--- src/rtl/tn8008_io_pkg.sv ---
// tn8008_io_pkg: shared 8008 I/O encodings (ingress states, CSR bits, I/O addresses)
package tn8008_io_pkg;
  typedef enum logic {S_IDLE, S_ACK} rx_state_e;
  localparam int RX_READY = 0;
  localparam int TX_READY = 2;
  localparam int RX_OVF = 7;
  localparam logic [7:0] IO_ADDR_CSR = 8'h00;
  localparam logic [7:0] IO_ADDR_RX = 8'h01;
  localparam logic [7:0] IO_ADDR_TX = 8'h10;
endpackage

--- src/rtl/uart_rx_fifo_if.sv ---
// uart_rx_fifo_if: uart_rx handshake plus CPU-side read/status signals of the RX buffer
interface uart_rx_fifo_if #(parameter int DEPTH_LOG2 = 4);
  logic [7:0] rx_data;
  logic rx_data_ready;
  logic rx_clear;
  logic pop;
  logic ovf_clear;
  logic [7:0] out_data;
  logic out_ready;
  logic overflow;
  logic [DEPTH_LOG2:0] count;
  logic rts_n;
  modport master (
    output rx_data, rx_data_ready, pop, ovf_clear,
    input rx_clear, out_data, out_ready, overflow, count, rts_n
  );
  modport slave (
    input rx_data, rx_data_ready, pop, ovf_clear,
    output rx_clear, out_data, out_ready, overflow, count, rts_n
  );
endinterface

--- src/rtl/uart_rx_fifo_byte_fifo.sv ---
// byte_fifo: flop-array FIFO; full/empty from count, pop-then-push when full
module byte_fifo #(
  parameter int DW = 8,
  parameter int AW = 4
) (
  input logic clk,
  input logic rst,
  input logic push,
  input logic pop,
  input logic [DW-1:0] wdata,
  output logic [DW-1:0] rdata,
  output logic full,
  output logic empty,
  output logic [AW:0] count
);
  logic [DW-1:0] mem_q [2**AW];
  logic [AW-1:0] wptr_q, rptr_q;
  logic [AW:0] count_q, count_d;
  logic do_push, do_pop;
  assign empty = count_q == '0;
  assign full = count_q == (AW+1)'(2**AW);
  assign do_pop = pop & ~empty;
  assign do_push = push & (~full | do_pop);
  assign count_d = count_q + (AW+1)'(do_push) - (AW+1)'(do_pop);
  assign count = count_q;
  assign rdata = empty ? '0 : mem_q[rptr_q];
  always_ff @(posedge clk)
    if (do_push) mem_q[wptr_q] <= wdata;
  always_ff @(posedge clk) begin
    if (rst) begin
      wptr_q <= '0;
      rptr_q <= '0;
      count_q <= '0;
    end else begin
      wptr_q <= do_push ? wptr_q + 1'b1 : wptr_q;
      rptr_q <= do_pop ? rptr_q + 1'b1 : rptr_q;
      count_q <= count_d;
    end
  end
endmodule

--- src/rtl/uart_rx_fifo.sv ---
// uart_rx_fifo: uart_rx ingress handshake + FIFO + pop edge detect; RTS hysteresis under UART_RX_FIFO_RTS_EN
module uart_rx_fifo
  import tn8008_io_pkg::*;
#(
  parameter int DEPTH_LOG2 = 4,
  parameter int HIGH_WATER = 12,
  parameter int LOW_WATER = 4
) (
  input logic sys_clk,
  input logic reset,
  uart_rx_fifo_if.slave bus
);
  if (LOW_WATER >= HIGH_WATER) begin : g_bad_water
    $error("LOW_WATER must be below HIGH_WATER");
  end
  rx_state_e state_q, state_d;
  logic pop_d_q, ovf_q, ovf_d, push, pop_ev, full, empty;
  logic [DEPTH_LOG2:0] count;
  always_comb begin
    state_d = state_q;
    state_d = bus.rx_data_ready ? S_ACK : S_IDLE;
  end
  assign push = (state_q == S_IDLE) & bus.rx_data_ready;
  assign pop_ev = bus.pop & ~pop_d_q;
  // A pop in the same cycle frees the slot, so only a pop-less push into full drops
  assign ovf_d = (push & full & ~pop_ev) | (ovf_q & ~bus.ovf_clear);
  always_ff @(posedge sys_clk) begin
    if (reset) begin
      state_q <= S_IDLE;
      pop_d_q <= 1'b0;
      ovf_q <= 1'b0;
    end else begin
      state_q <= state_d;
      pop_d_q <= bus.pop;
      ovf_q <= ovf_d;
    end
  end
  byte_fifo #(.DW(8), .AW(DEPTH_LOG2)) u_fifo (
    .clk(sys_clk),
    .rst(reset),
    .push(push),
    .pop(pop_ev),
    .wdata(bus.rx_data),
    .rdata(bus.out_data),
    .full(full),
    .empty(empty),
    .count(count)
  );
  assign bus.rx_clear = state_q == S_ACK;
  assign bus.out_ready = ~empty;
  assign bus.overflow = ovf_q;
  assign bus.count = count;
`ifdef UART_RX_FIFO_RTS_EN
  logic rts_q, rts_d;
  assign rts_d = (count >= (DEPTH_LOG2+1)'(HIGH_WATER)) ? 1'b1 :
                 (count <= (DEPTH_LOG2+1)'(LOW_WATER)) ? 1'b0 : rts_q;
  always_ff @(posedge sys_clk)
    rts_q <= reset ? 1'b0 : rts_d;
  assign bus.rts_n = rts_q;
`else
  assign bus.rts_n = 1'b0;
`endif
endmodule
--- src/flat_wrapper.sv ---
// flat-port wrapper written by rule: the top's interface ports become plain ports
module uart_rx_fifo_flat import tn8008_io_pkg::*;
#(
  parameter int DEPTH_LOG2 = 4,
  parameter int HIGH_WATER = 12,
  parameter int LOW_WATER = 4
)
  (sys_clk, reset, bus_rx_data, bus_rx_data_ready, bus_pop, bus_ovf_clear, bus_rx_clear, bus_out_data, bus_out_ready, bus_overflow, bus_count, bus_rts_n);
  uart_rx_fifo_if #(.DEPTH_LOG2(DEPTH_LOG2)) bus_i ();
  input logic sys_clk;
  input logic reset;
  input wire logic [$bits(bus_i.rx_data)-1:0] bus_rx_data;
  input wire logic [$bits(bus_i.rx_data_ready)-1:0] bus_rx_data_ready;
  input wire logic [$bits(bus_i.pop)-1:0] bus_pop;
  input wire logic [$bits(bus_i.ovf_clear)-1:0] bus_ovf_clear;
  output wire logic [$bits(bus_i.rx_clear)-1:0] bus_rx_clear;
  output wire logic [$bits(bus_i.out_data)-1:0] bus_out_data;
  output wire logic [$bits(bus_i.out_ready)-1:0] bus_out_ready;
  output wire logic [$bits(bus_i.overflow)-1:0] bus_overflow;
  output wire logic [$bits(bus_i.count)-1:0] bus_count;
  output wire logic [$bits(bus_i.rts_n)-1:0] bus_rts_n;
  assign bus_i.rx_data = bus_rx_data;
  assign bus_i.rx_data_ready = bus_rx_data_ready;
  assign bus_i.pop = bus_pop;
  assign bus_i.ovf_clear = bus_ovf_clear;
  assign bus_rx_clear = bus_i.rx_clear;
  assign bus_out_data = bus_i.out_data;
  assign bus_out_ready = bus_i.out_ready;
  assign bus_overflow = bus_i.overflow;
  assign bus_count = bus_i.count;
  assign bus_rts_n = bus_i.rts_n;
  uart_rx_fifo #(.DEPTH_LOG2(DEPTH_LOG2), .HIGH_WATER(HIGH_WATER), .LOW_WATER(LOW_WATER)) u_core (.sys_clk(sys_clk), .reset(reset), .bus(bus_i));
endmodule
--- config.mk ---
export PLATFORM = sky130hd
export DESIGN_NAME = uart_rx_fifo_flat
export DESIGN_NICKNAME = d
export VERILOG_FILES = /design/src/rtl/tn8008_io_pkg.sv /design/src/rtl/uart_rx_fifo_if.sv /design/src/rtl/uart_rx_fifo_byte_fifo.sv /design/src/rtl/uart_rx_fifo.sv /design/src/flat_wrapper.sv
export SDC_FILE = /design/constraint.sdc
export NUM_CORES = 1
export LEC_CHECK = 0
export CORE_MARGIN = 1.5
export CORE_UTILIZATION = 50
export DETAILED_ROUTE_END_ITERATION = 8
export GPL_ROUTABILITY_DRIVEN = 0
export MAX_ROUTING_LAYER = met4
export PLACE_DENSITY = 0.68
export SLEW_MARGIN = 15
export SYNTH_ARGS = -nofsm -noshare
export SYNTH_HDL_FRONTEND = slang
export SYNTH_SLANG_ARGS = --single-unit
--- constraint.sdc ---
create_clock -name sys_clk -period 6.7 [get_ports sys_clk]
set_input_delay 0.67 -clock sys_clk [delete_from_list [all_inputs] [get_ports sys_clk]]
set_output_delay 0.67 -clock sys_clk [all_outputs]
set_load 0.03 [all_outputs]
After elaboration in Yosys (flattened, before gate mapping)
Memories as Yosys holds them, arrays and structs flattened. A register that Yosys moved wholly into a read port is not among the register bits.
Cells that the tools add are included.
- add/sub/neg operators: 4
- multiply operators: 0
- div/mod/pow operators: 0
- order comparisons: 0
- equal/unequal tests: 1
- shifts and indexed selects: 0
- multiplexer cells: 6
- bitwise operators: 15
- reduce and logical (&&, ||, !) cells: 1
- operators by type and width (cell ; count):
    4-bit by 1-bit adder with 4-bit output (second input constant) ; 2
    4-bit two-way mux ; 2
    8-bit two-way mux ; 1
    1-bit bitwise AND ; 7
    1-bit inverter ; 6
    5-bit by 1-bit adder with 5-bit output ; 1
    5-bit == test (second input constant) ; 1
    5-bit zero test ; 1
    5-bit by 1-bit subtractor with 5-bit output ; 1
    1-bit two-way mux ; 3
    1-bit OR ; 2
- register bits after elaboration: 16
- latch bits: 0
- memory bits (writable): 128
- ROM bits: 0
- input bits: 13
- memories: 1
- memories (memory ; depth ; width ; rd ports ; clocked after Yosys merged registers in ; write ports ; RTL line ; RTL):
    u_core.u_fifo.mem_q ; 16 ; 8 ; 1 ; 1 ; 1 ; uart_rx_fifo_byte_fifo.sv:16 ; logic [DW-1:0] mem_q [2**AW];

Longest topological paths before layout
- word-level depth: 7
- gate-level depth with buffers: 13
- gate-level depth less buffers: 13

Modules after synthesis
Synthesis repeated with hierarchy kept, for this count alone.
- cells, all modules: 325
- area total of the unflattened synthesis: 5992.0 um2
- by module, submodules not included (module ; instances ; cells each ; area an instance (um2) ; seq. area each (um2)):
    byte_fifo ; 1 ; 312 ; 5863.1 ; 4184.0
    uart_rx_fifo ; 1 ; 13 ; 128.9 ; 60.1

Worst setup path after synthesis
Ideal clock, no wire load.
- path kind: reg-to-reg
- start point: reg u_core.u_fifo.count_q[2] (netlist: u_core.u_fifo.count[2])
- end point: reg u_core.u_fifo.count_q[4] (netlist: u_core.u_fifo.count[4])
- library setup time: 0.070 ns
- arrival time: 2.893 ns
- required time: 6.630 ns
- slack: 3.737 ns
- stages on the path, launching flop included: 14
- path buffers: 0
- clock period less this slack: 2.963 ns
- cell sequence: dfxtp_1 > inv_1 > ha_1 > nor3b_1 > a31oi_2 > inv_1 > ha_1 > inv_1 > ha_1 > fa_1 > a21oi_1 > nor2_1 > or3_1 > a21oi_1
- word-level cells in the longest chain between the ends: 7
- elaborated cells on any way between the ends: 9
- those cells by class: add/sub: 2; eq/ne: 1; bitwise: 5; reduce/logical: 1
- RTL lines (what ; RTL line ; RTL):
    start, declared ; uart_rx_fifo_byte_fifo.sv:18 ; logic [AW:0] count_q, count_d;
    start signal, assigned ; uart_rx_fifo_byte_fifo.sv:37 ; count_q <= count_d;
    5-bit zero test ; uart_rx_fifo_byte_fifo.sv:20 ; assign empty = count_q == '0;
    1-bit inverter ; uart_rx_fifo_byte_fifo.sv:22 ; assign do_pop = pop & ~empty;
    1-bit bitwise AND ; uart_rx_fifo_byte_fifo.sv:22 ;
    1-bit OR ; uart_rx_fifo_byte_fifo.sv:23 ; assign do_push = push & (~full | do_pop);
    1-bit bitwise AND ; uart_rx_fifo_byte_fifo.sv:23 ;
    5-bit by 1-bit adder with 5-bit output ; uart_rx_fifo_byte_fifo.sv:24 ; assign count_d = count_q + (AW+1)'(do_push) - (AW+1)'(do_pop);
    5-bit by 1-bit subtractor with 5-bit output (*) ; uart_rx_fifo_byte_fifo.sv:24 ;
Every way passes the cells marked *; elsewhere a longest branch is shown, timed or not.
A chain may end at the register's enable or synchronous reset.

==> results.sh <==
export IMPL_status="finished, violations left"
export IMPL_failed_checks="design-rule violations"
export IMPL_start_util=0.517
export IMPL_grt_ovfl_total=0
export IMPL_p_leak_nw=2.19
export IMPL_cts_root_buffer="clkbuf_16"
export IMPL_clock_tree_htree_level_count=4
export IMPL_critical_path_class="reg -> out"
export IMPL_avgRoutedWirePerCell_um=20.6
export IMPL_post_cts_repair_setup_buffers=0
export IMPL_seq_area_frac_synth=0.709
export IMPL_timing_hold_worst_class="reg -> reg"
export IMPL_io_buffer_count=28
export IMPL_cell_count_after_synthesis=326
export IMPL_grt_usage=0.190
export IMPL_max_slew_margin_rel=0.331
export IMPL_mappedNetlistArea_um2=5980
export IMPL_drv_cap=0
export IMPL_dr_first_iter_drc_count=184
export IMPL_grt_pass1_vias=3087
export IMPL_area_growth_pct=15.1
export IMPL_synthFlopType="edfxtp_1"
export IMPL_cts_clk_slew_worst_paths_ns=0.06
export IMPL_antenna_left=0
export IMPL_totalNegativeSetupSlack_ns=0
export IMPL_synth_cell_types=34
export IMPL_post_dp_hpwl_mm=6.48
export IMPL_clock_latency_ns=0.41
export IMPL_max_slew_worst_pin_slew_ns=1.00
export IMPL_tritoncts_clock_tree="yes"
export IMPL_die_w_um=112
export IMPL_p_per_area_nw_per_um2=358
export IMPL_dpl_cell_area_um2=6380
export IMPL_final_common_cell="edfxtp_1"
export IMPL_grt_start_max_net_pins=33
export IMPL_first_pass_grt_wire_length_mm=16.9
export IMPL_final_min_period_over_clock_period=0.562
export IMPL_end_kind="primary output"
export IMPL_synth_async_sr_flop_share=0
export IMPL_clk_sinks=148
export IMPL_grt_setup_unrepaired="no"
export IMPL_design_core_area_um2=11600
export IMPL_cts_inserted_buffers=17
export IMPL_cts_resized_gates=0
export IMPL_postLayoutCellArea_um2=6890
export IMPL_area_of_the_die_um2=12600
export IMPL_postSynthRegisterBits=148
export IMPL_period_minus_slack_ns=3.77
export IMPL_most_common_layout_cells="128 x edfxtp_1, 28 x clkdlybuf4s50_1, 24 x nor2_1"
export IMPL_ratio_of_routed_vias_to_standard_cells=5.60
export IMPL_critical_path_peak_fanout=32
export IMPL_post_route_cells_drive_above_1_share=0.147
export IMPL_drtPass1Iterations=6
export IMPL_drt_total_wl_mm=10.6
export IMPL_syn_avg_cell_area_um2=18.4
export IMPL_timing_critical_path_required_ns=6.03
export IMPL_hold_viol_final=0
export IMPL_slew_viol_final=0
export IMPL_die_height_um=112
export IMPL_grt_antenna_before_repair=0
export IMPL_detailroute_via_count=2896
export IMPL_diodes=0
export IMPL_syn_nets=351
export IMPL_setup_viol=0
export IMPL_critical_path_launch_point_type="register"
export IMPL_pin_count=30
export IMPL_ir_worst_vdd_uv=216
export IMPL_synth_edf_count=128
export IMPL_ctsHoldBuffers=0
export IMPL_cts_buffer_depth=2
export IMPL_route_detailed_drc=1
export IMPL_max_freq_ghz=0.266
export IMPL_finalClockSkew_ns=0.00739
export IMPL_finalNetCount=387
export IMPL_yosysWarningCount=0
export IMPL_rows=39
export IMPL_worst_endpoint_arrival_ns=3.10
-- power breakdown --
part	switching (W)	total, W	internal, W
clock	0.000326	0.000829	0.000503
combinational	0.000314	0.000571	0.000256
sequential	0.0000262	0.00106	0.00104
-- state kept, by name, indices dropped and copies added (netlist names), named ones only --
name / cells
u_core.u_fifo.mem_q: 128
u_core.u_fifo.count: 5
u_core.u_fifo.rptr_q: 4
u_core.u_fifo.wptr_q: 4
u_core.bus.overflow: 1
u_core.bus.rx_clear: 1
u_core.pop_d_q: 1
-- critical path, cell delays in order, from the launching register on --
cell	delay (ns)
dfxtp_1	0.30
buf_4	0.44
mux4_1	0.62
nor2b_1	0.15
a211oi_1	0.38
a211oi_1	0.13
clkdlybuf4s50_1	0.65
-- per-layer routing --
metal | GRT usage | wire length, um | part of all wire | vias to the layer above
met4 | 0.0532 | 93 | 0.0088 | 0
met2 | 0.310 | 5490 | 0.52 | 49
li1 | - | - | - | 1348
met3 | 0.0475 | 316 | 0.030 | 9
met5 | - | 0 | 0 | -
met1 | 0.240 | 4730 | 0.45 | 1490
-- worst paths after layout --
path | slack (ns) | endpoint | cells after the start | startpoint
worst min register to register | 0.47 | u_core.bus.overflow$_SDFF_PP0_ | 2 | u_core.bus.overflow$_SDFF_PP0_
worst max-delay path | 2.93 | bus_out_data[0] | 6 | register
worst min-delay path | 0.47 | u_core.bus.overflow$_SDFF_PP0_ | 2 | u_core.bus.overflow$_SDFF_PP0_
worst max register to register | 3.66 | u_core.u_fifo.count[4]$_SDFF_PP0_ | 12 | u_core.u_fifo.count[2]$_SDFF_PP0_
-- Yosys cell counts (2+ instances only) --
master	number	area [um^2]
a211oi_1	16	120
buf_2	6	30.0
mux4_2	23	518
nor3_1	5	25.0
xor2_1	2	17.5
buf_6	2	22.5
mux4_1	9	236
nor2_1	24	90.1
inv_1	10	37.5
mux2i_1	9	90.1
nand2_1	5	18.8
nor3b_1	2	15.0
clkbuf_1	5	18.8
ha_1	11	138
nand2b_1	5	31.3
buf_4	4	30.0
xnor2_1	7	61.3
nor2b_1	12	75.1
edfxtp_1	128	3840
nand3_1	3	15.0
o21ai_0	2	10.0
a21oi_1	5	25.0
dfxtp_1	20	400
-- through the flow --
step	utilization	cells	worst slack, ns	hold WS [ns]	total power, W
global placement	0.551	486	3.28	0.461	0.00165
CTS	0.596	517	2.84	0.478	0.00249
finish	0.596	517	2.93	0.474	0.00246
global route	0.596	517	2.74	0.526	0.00257
floorplan	-	326	3.74	0.478	0.00148
detailed placement	0.551	486	3.16	0.467	0.00166
-- cell families (layout without fill, tap and decap cells) --
family                   after synthesis  count (layout)  synth area share
multiplexers                          41              41             0.141
AO/OA/AOI/OAI                         27              27            0.0324
flip-flops                           148             148             0.709
XOR/XNOR                               9               9            0.0132
AND/OR/NAND/NOR                       59              59            0.0498
other                                  1               1          0.000627
buffers and inverters                 29              77            0.0272
adder cells (fa/ha/maj)               12              12            0.0263
-- cell type report --
| class | count | area (um^2) |
|---|---|---|
| Clock buffer | 24 | 452 |
| Tap cell | 143 | 179 |
| Timing Repair Buffer | 36 | 340 |
| Inverter | 10 | 37.5 |
| Multi-Input combinational cell | 149 | 1580 |
| Clock inverter | 7 | 58.8 |
| Sequential cell | 148 | 4240 |
| Fill cell | 855 | 4680 |
No activity file was read; power rests on OpenSTA's default activity.
==> RTL edit 1, RTL diff (same flow settings) <==
One comparison of `count_q` changes from == to >=.
--- a/src/rtl/uart_rx_fifo_byte_fifo.sv
+++ b/src/rtl/uart_rx_fifo_byte_fifo.sv
@@ -20,3 +20,3 @@
   assign empty = count_q == '0;
-  assign full = count_q == (AW+1)'(2**AW);
+  assign full = count_q >= (AW+1)'(2**AW);
   assign do_pop = pop & ~empty;
Function: no difference found for any inputs over 10 cycles, from zero or initial values and one cycle with reset high; that may be too few to reach the edited logic, so the function may still have changed.
==> RTL edit 1 against the unedited design <==
- via count up 7.0%
- register-to-register slack gained 0.39 ns
- combinational power up 13%
- critical endpoint is now bus_out_data[3]
- total power grew 7.6%
- clock skew down 0.0019 ns
- cell area rose by 0.93%
- wire length rose by 7.8%
- sequential cell count is the same
- global-route usage is 1.7 points higher
- area after synthesis decreased by 0.38%
- worst setup slack worse by 0.091 ns
==> RTL edit 1: results (changes against the unedited design) <==
[outcome]
status=complete, no violations

[detailed_routing]
firstDrtPassIters=7  ; +1
wl_um=11500  ; +7.8%
drt_iter0_drc=301  ; +64%
via_per_inst=5.73  ; +2.3%

[synthesis]
synth_cell_types=35  ; +2.9%
synth.area.top_cells=edfxtp_1, mux4_2, dfxtp_1, mux2i_1, ha_1
synth_compound_area_share_pct=3.72  ; +0.47 points
muxShareOfSynthArea_pct=12.3  ; -1.8 points
synth-seq-area-share_pct=71.2  ; +0.27 points
synth_common_cells=edfxtp_1, nor2_1, mux4_2, dfxtp_1

[finish]
fillCellCount=839  ; -1.9%
reg_top3=u_core.u_fifo.mem_q: 128 flops, u_core.u_fifo.count: 5 flops
nNetsFinal=409  ; +5.7%
drive_gt1_share_pct=16.6  ; +1.9 points

[global_routing]
met1_usage_pct=27.7  ; +3.7 points
grt_max_degree=40  ; +21%
met3_usage_pct=6.21  ; +1.5 points
use_met2_pct=31.2  ; +0.20 points
grt_pass1_vias=3159  ; +2.3%
grt_usage_pct=20.7  ; +1.7 points
grt_pass1_wl_um=18200  ; +7.8%

[timing]
tightest_slew_ns=1.07  ; +0.0742 ns
skew_ns=0.00546  ; -0.00193 ns

[critical_path]
crit_arrival_ns=3.19  ; +0.09 ns
critPathMaxFanout=15  ; -53%
ff2ff_setup_slack_ns=4.05  ; +0.39 ns
timing.rr.end=u_core.u_fifo.count[4]
crit_path_end=bus_out_data[3]
max_stage_delay_ns=0.83  ; +0.18 ns

[worst_hold_path]
hp-class=reg -> reg

[power]
pwr-share-comb_pct=24.3  ; +1.1 points
p_leak_nw=2.26  ; +3.0%
ir_worst_vdd_uv=207  ; -4.1%
p_int_mw=1.91  ; +6.2%

[placement]
placed_area_um2=6360  ; -0.27%
place_hpwl_um=7260  ; +12%

[clock_network]
cts-root-buf=clkbuf_16

RTL edit 1: cell count changes in the layout (fill, tap and decap cells not counted), sizes merged, moves of 6 or more:
cell,unedited run,this run
o211ai,0,8
mux2i,9,15
a211oi,16,1
nand3,3,15
mux4,32,25
nand2,5,12
a22oi,0,8
RTL edit 1: stage by stage:
| step | utilization [%] | power [mW] | hold slack (ns) | std cells | setup slack (ns) |
|---|---|---|---|---|---|
| global route | 60.4 | 2.76 | 0.571 | 541 | 2.61 |
| floorplan | - | 1.54 | 0.481 | 350 | 3.91 |
| detailed placement | 55.2 | 1.74 | 0.485 | 509 | 3.28 |
| finish | 60.4 | 2.65 | 0.503 | 541 | 2.84 |
| CTS | 60.4 | 2.67 | 0.506 | 541 | 2.81 |
| global placement | 55.2 | 1.73 | 0.466 | 509 | 3.37 |
RTL edit 1: cells by family (layout without fill, tap and decap cells):
kind of cell / count (synthesis) / in the layout
buf+inv: 30 / 78
compound gates: 31 / 31
simple gates: 79 / 79
other cells: 1 / 1
mux: 42 / 42
xor+xnor: 8 / 8
flops: 148 / 148
fa+ha+maj: 11 / 11
RTL edit 1: metal layers:
layer  vias to the layer above  routed length, µm
met2                        90               5440
met5                         -                  0
met4                         0                155
li1                       1426                  -
met3                        12                627
met1                      1571               5230
RTL edit 1: area by class of cell:
type                            count  area, µm²  share of cell area, %
Clock inverter                     13        159                   2.29
Clock buffer                       19        433                   6.23
Inverter                           12       45.0                  0.648
Tap cell                          143        179                   2.57
Timing Repair Buffer               34        325                   4.68
Multi-Input combinational cell    172       1570                   22.5
Sequential cell                   148       4250                   61.1
==> RTL edit 2, RTL diff (same settings) <==
Without the edit above. `DEPTH_LOG2` is set to 4 in 3 places; all go to 5.
--- a/src/rtl/uart_rx_fifo_if.sv
+++ b/src/rtl/uart_rx_fifo_if.sv
@@ -1,3 +1,3 @@
 // uart_rx_fifo_if: uart_rx handshake plus CPU-side read/status signals of the RX buffer
-interface uart_rx_fifo_if #(parameter int DEPTH_LOG2 = 4);
+interface uart_rx_fifo_if #(parameter int DEPTH_LOG2 = 5);
   logic [7:0] rx_data;
--- a/src/rtl/uart_rx_fifo.sv
+++ b/src/rtl/uart_rx_fifo.sv
@@ -4,3 +4,3 @@
 #(
-  parameter int DEPTH_LOG2 = 4,
+  parameter int DEPTH_LOG2 = 5,
   parameter int HIGH_WATER = 12,
--- a/src/flat_wrapper.sv
+++ b/src/flat_wrapper.sv
@@ -3,3 +3,3 @@
 #(
-  parameter int DEPTH_LOG2 = 4,
+  parameter int DEPTH_LOG2 = 5,
   parameter int HIGH_WATER = 12,
Interface: changed (resized bus_count); port bits go from 30 to 31. The function was not compared with the original's and may differ.
==> RTL edit 2 against the unedited design <==
- area after synthesis is 86% higher
- sequential cell count is 132 higher
- worst setup slack worse by 0.58 ns
- total power is 73% higher
- cell area is 81% higher
- core utilization is 2.5 points lower
- wire length is 120% higher
- global-route usage is 2.0 points higher
- cell count is 72% higher
==> RTL edit 2: results (changes against the unedited design) <==
[clock_network]
insertion_delay_ns=0.54  ; +0.13 ns
clock_path_buffers=3  ; +1
cts_made_buffers=29  ; +12
htree_levels=1  ; -3
postCtsHoldBufs=0  ; unchanged

[power]
p_leak_nw=3.89  ; +77%
ir_worst_vdd_uv=249  ; +15%

[detailed_routing]
firstDrtPassIters=5  ; -1
drt_iter0_drc=589  ; +220%
via_per_inst=6.13  ; +9.5%
drt-wirelength-per-cell_um=25.9  ; +26%

[synthesis]
synth.area.top_cells=edfxtp_1, mux4_2, dfxtp_1, mux4_1, ha_1
synth_nets=581  ; +66%
synth-warning-count=0  ; unchanged
synth_common_cells=edfxtp_1, mux4_2, nor2_1, dfxtp_1, inv_1
async_reset_ff_share_pct=0  ; unchanged
synth-seq-area-share_pct=73.3  ; +2.3 points
synth_cell_types=47  ; +38%
synth_edf_count=256  ; +100%

[critical_path]
critPathMaxFanout=24  ; -25%
timing.rr.end=u_core.u_fifo.mem_q[26][3]
rr_worst_depth=6  ; -6
crit_arrival_ns=3.67  ; +0.57 ns
ff2ff_setup_slack_ns=3.39  ; -0.27 ns

[global_routing]
grt_usage_pct=21.0  ; +2.0 points
grt_max_degree=53  ; +61%
grt_pass1_wl_um=35100  ; +110%
grt_pass1_vias=5635  ; +83%

[placement]
place_hpwl_um=14100  ; +120%
placed_area_um2=11600  ; +83%
port_buffers=29  ; +3.6%

[finish]
fillCellCount=1591  ; +86%
drive_gt1_share_pct=19.0  ; +4.3 points
reg_top3=u_core.u_fifo.mem_q: 256 flops, u_core.u_fifo.count: 6 flops
nNetsFinal=618  ; +60%

[timing]
skew_ns=0.0186  ; +0.0112 ns
tightest_slew_ns=1.13  ; +0.131 ns

[worst_hold_path]
hold-path-endpoint=u_core.u_fifo.wptr_q[0]
hold_start=u_core.u_fifo.wptr_q[0]

[outcome]
status=complete, no violations

==> RTL edit 2: cell types whose count changed after synthesis, sizes merged, moves of 5 or more <==
cell	delta
edfxtp	+128
o221ai	+8
a221oi	+8
mux4	+40
buf	+5
a211oi	-16
nor3	-5
nand3	+7
inv	+9
nor2	+19
==> RTL edit 2: worst max-delay path, cell delays in order, from the launching register on <==
cell and delay, ns:
dfxtp_2 0.85, buf_4 0.43, mux4_2 0.32, mux4_2 0.27, inv_1 0.05, a221oi_1 0.45
clkdlybuf4s50_1 0.76
==> RTL edit 2: area by class of cell <==
class	instances	area (µm²)	share of cell area [%]
Clock buffer	35	748	6.01
Multi-Input combinational cell	228	2730	21.9
Clock inverter	16	101	0.814
Tap cell	280	350	2.81
Timing Repair Buffer	33	285	2.29
Sequential cell	280	8170	65.6
Inverter	19	71.3	0.573
==> RTL edit 2: worst max-delay path by stage <==
stage / from / to / slack, ns
2_1_floorplan: u_core.u_fifo.count[2] / bus_out_data[0] / 3.89
3_3_place_gp: flip-flop / bus_out_data[1] / 2.92
3_5_place_dp: flip-flop / bus_out_data[5] / 2.88
4_1_cts: flip-flop / bus_out_data[5] / 2.32
5_1_grt: flip-flop / bus_out_data[7] / 2.23
6_report: flip-flop / bus_out_data[5] / 2.36
==> RTL edit 2: layer usage <==
metal	track usage, %	vias to the layer above	routed length [µm]
li1	-	2341	-
met2	32.9	195	11500
met3	2.67	39	1330
met1	29.7	2889	9690
met5	-	-	0
met4	5.55	0	566
==> RTL edit 2: cells by family after synthesis <==
family	synth area share, %
AO/OA/AOI/OAI	2.51
XOR/XNOR	0.550
adder cells (fa/ha/maj)	1.64
buffers and inverters	2.26
flip-flops	73.3
multiplexers	15.8
other	0.0336
AND/OR/NAND/NOR	3.93
==> RTL edit 2: where the power goes <==
part / internal, mW / switching, mW
Clock: 0.826 / 0.624
Sequential: 1.94 / 0.0929
Combinational: 0.374 / 0.409
==> RTL edit 2: per-stage QoR <==
stage / instances / hold slack (ns) / setup WS, ns / util (%)
detailed placement: 840 / 0.517 / 2.88 / 53.3
CTS: 891 / 0.538 / 2.32 / 57.2
global placement: 840 / 0.510 / 2.92 / 53.3
global route: 891 / 0.560 / 2.23 / 57.1
finish: 891 / 0.537 / 2.36 / 57.1
floorplan: 554 / 0.485 / 3.89 / -
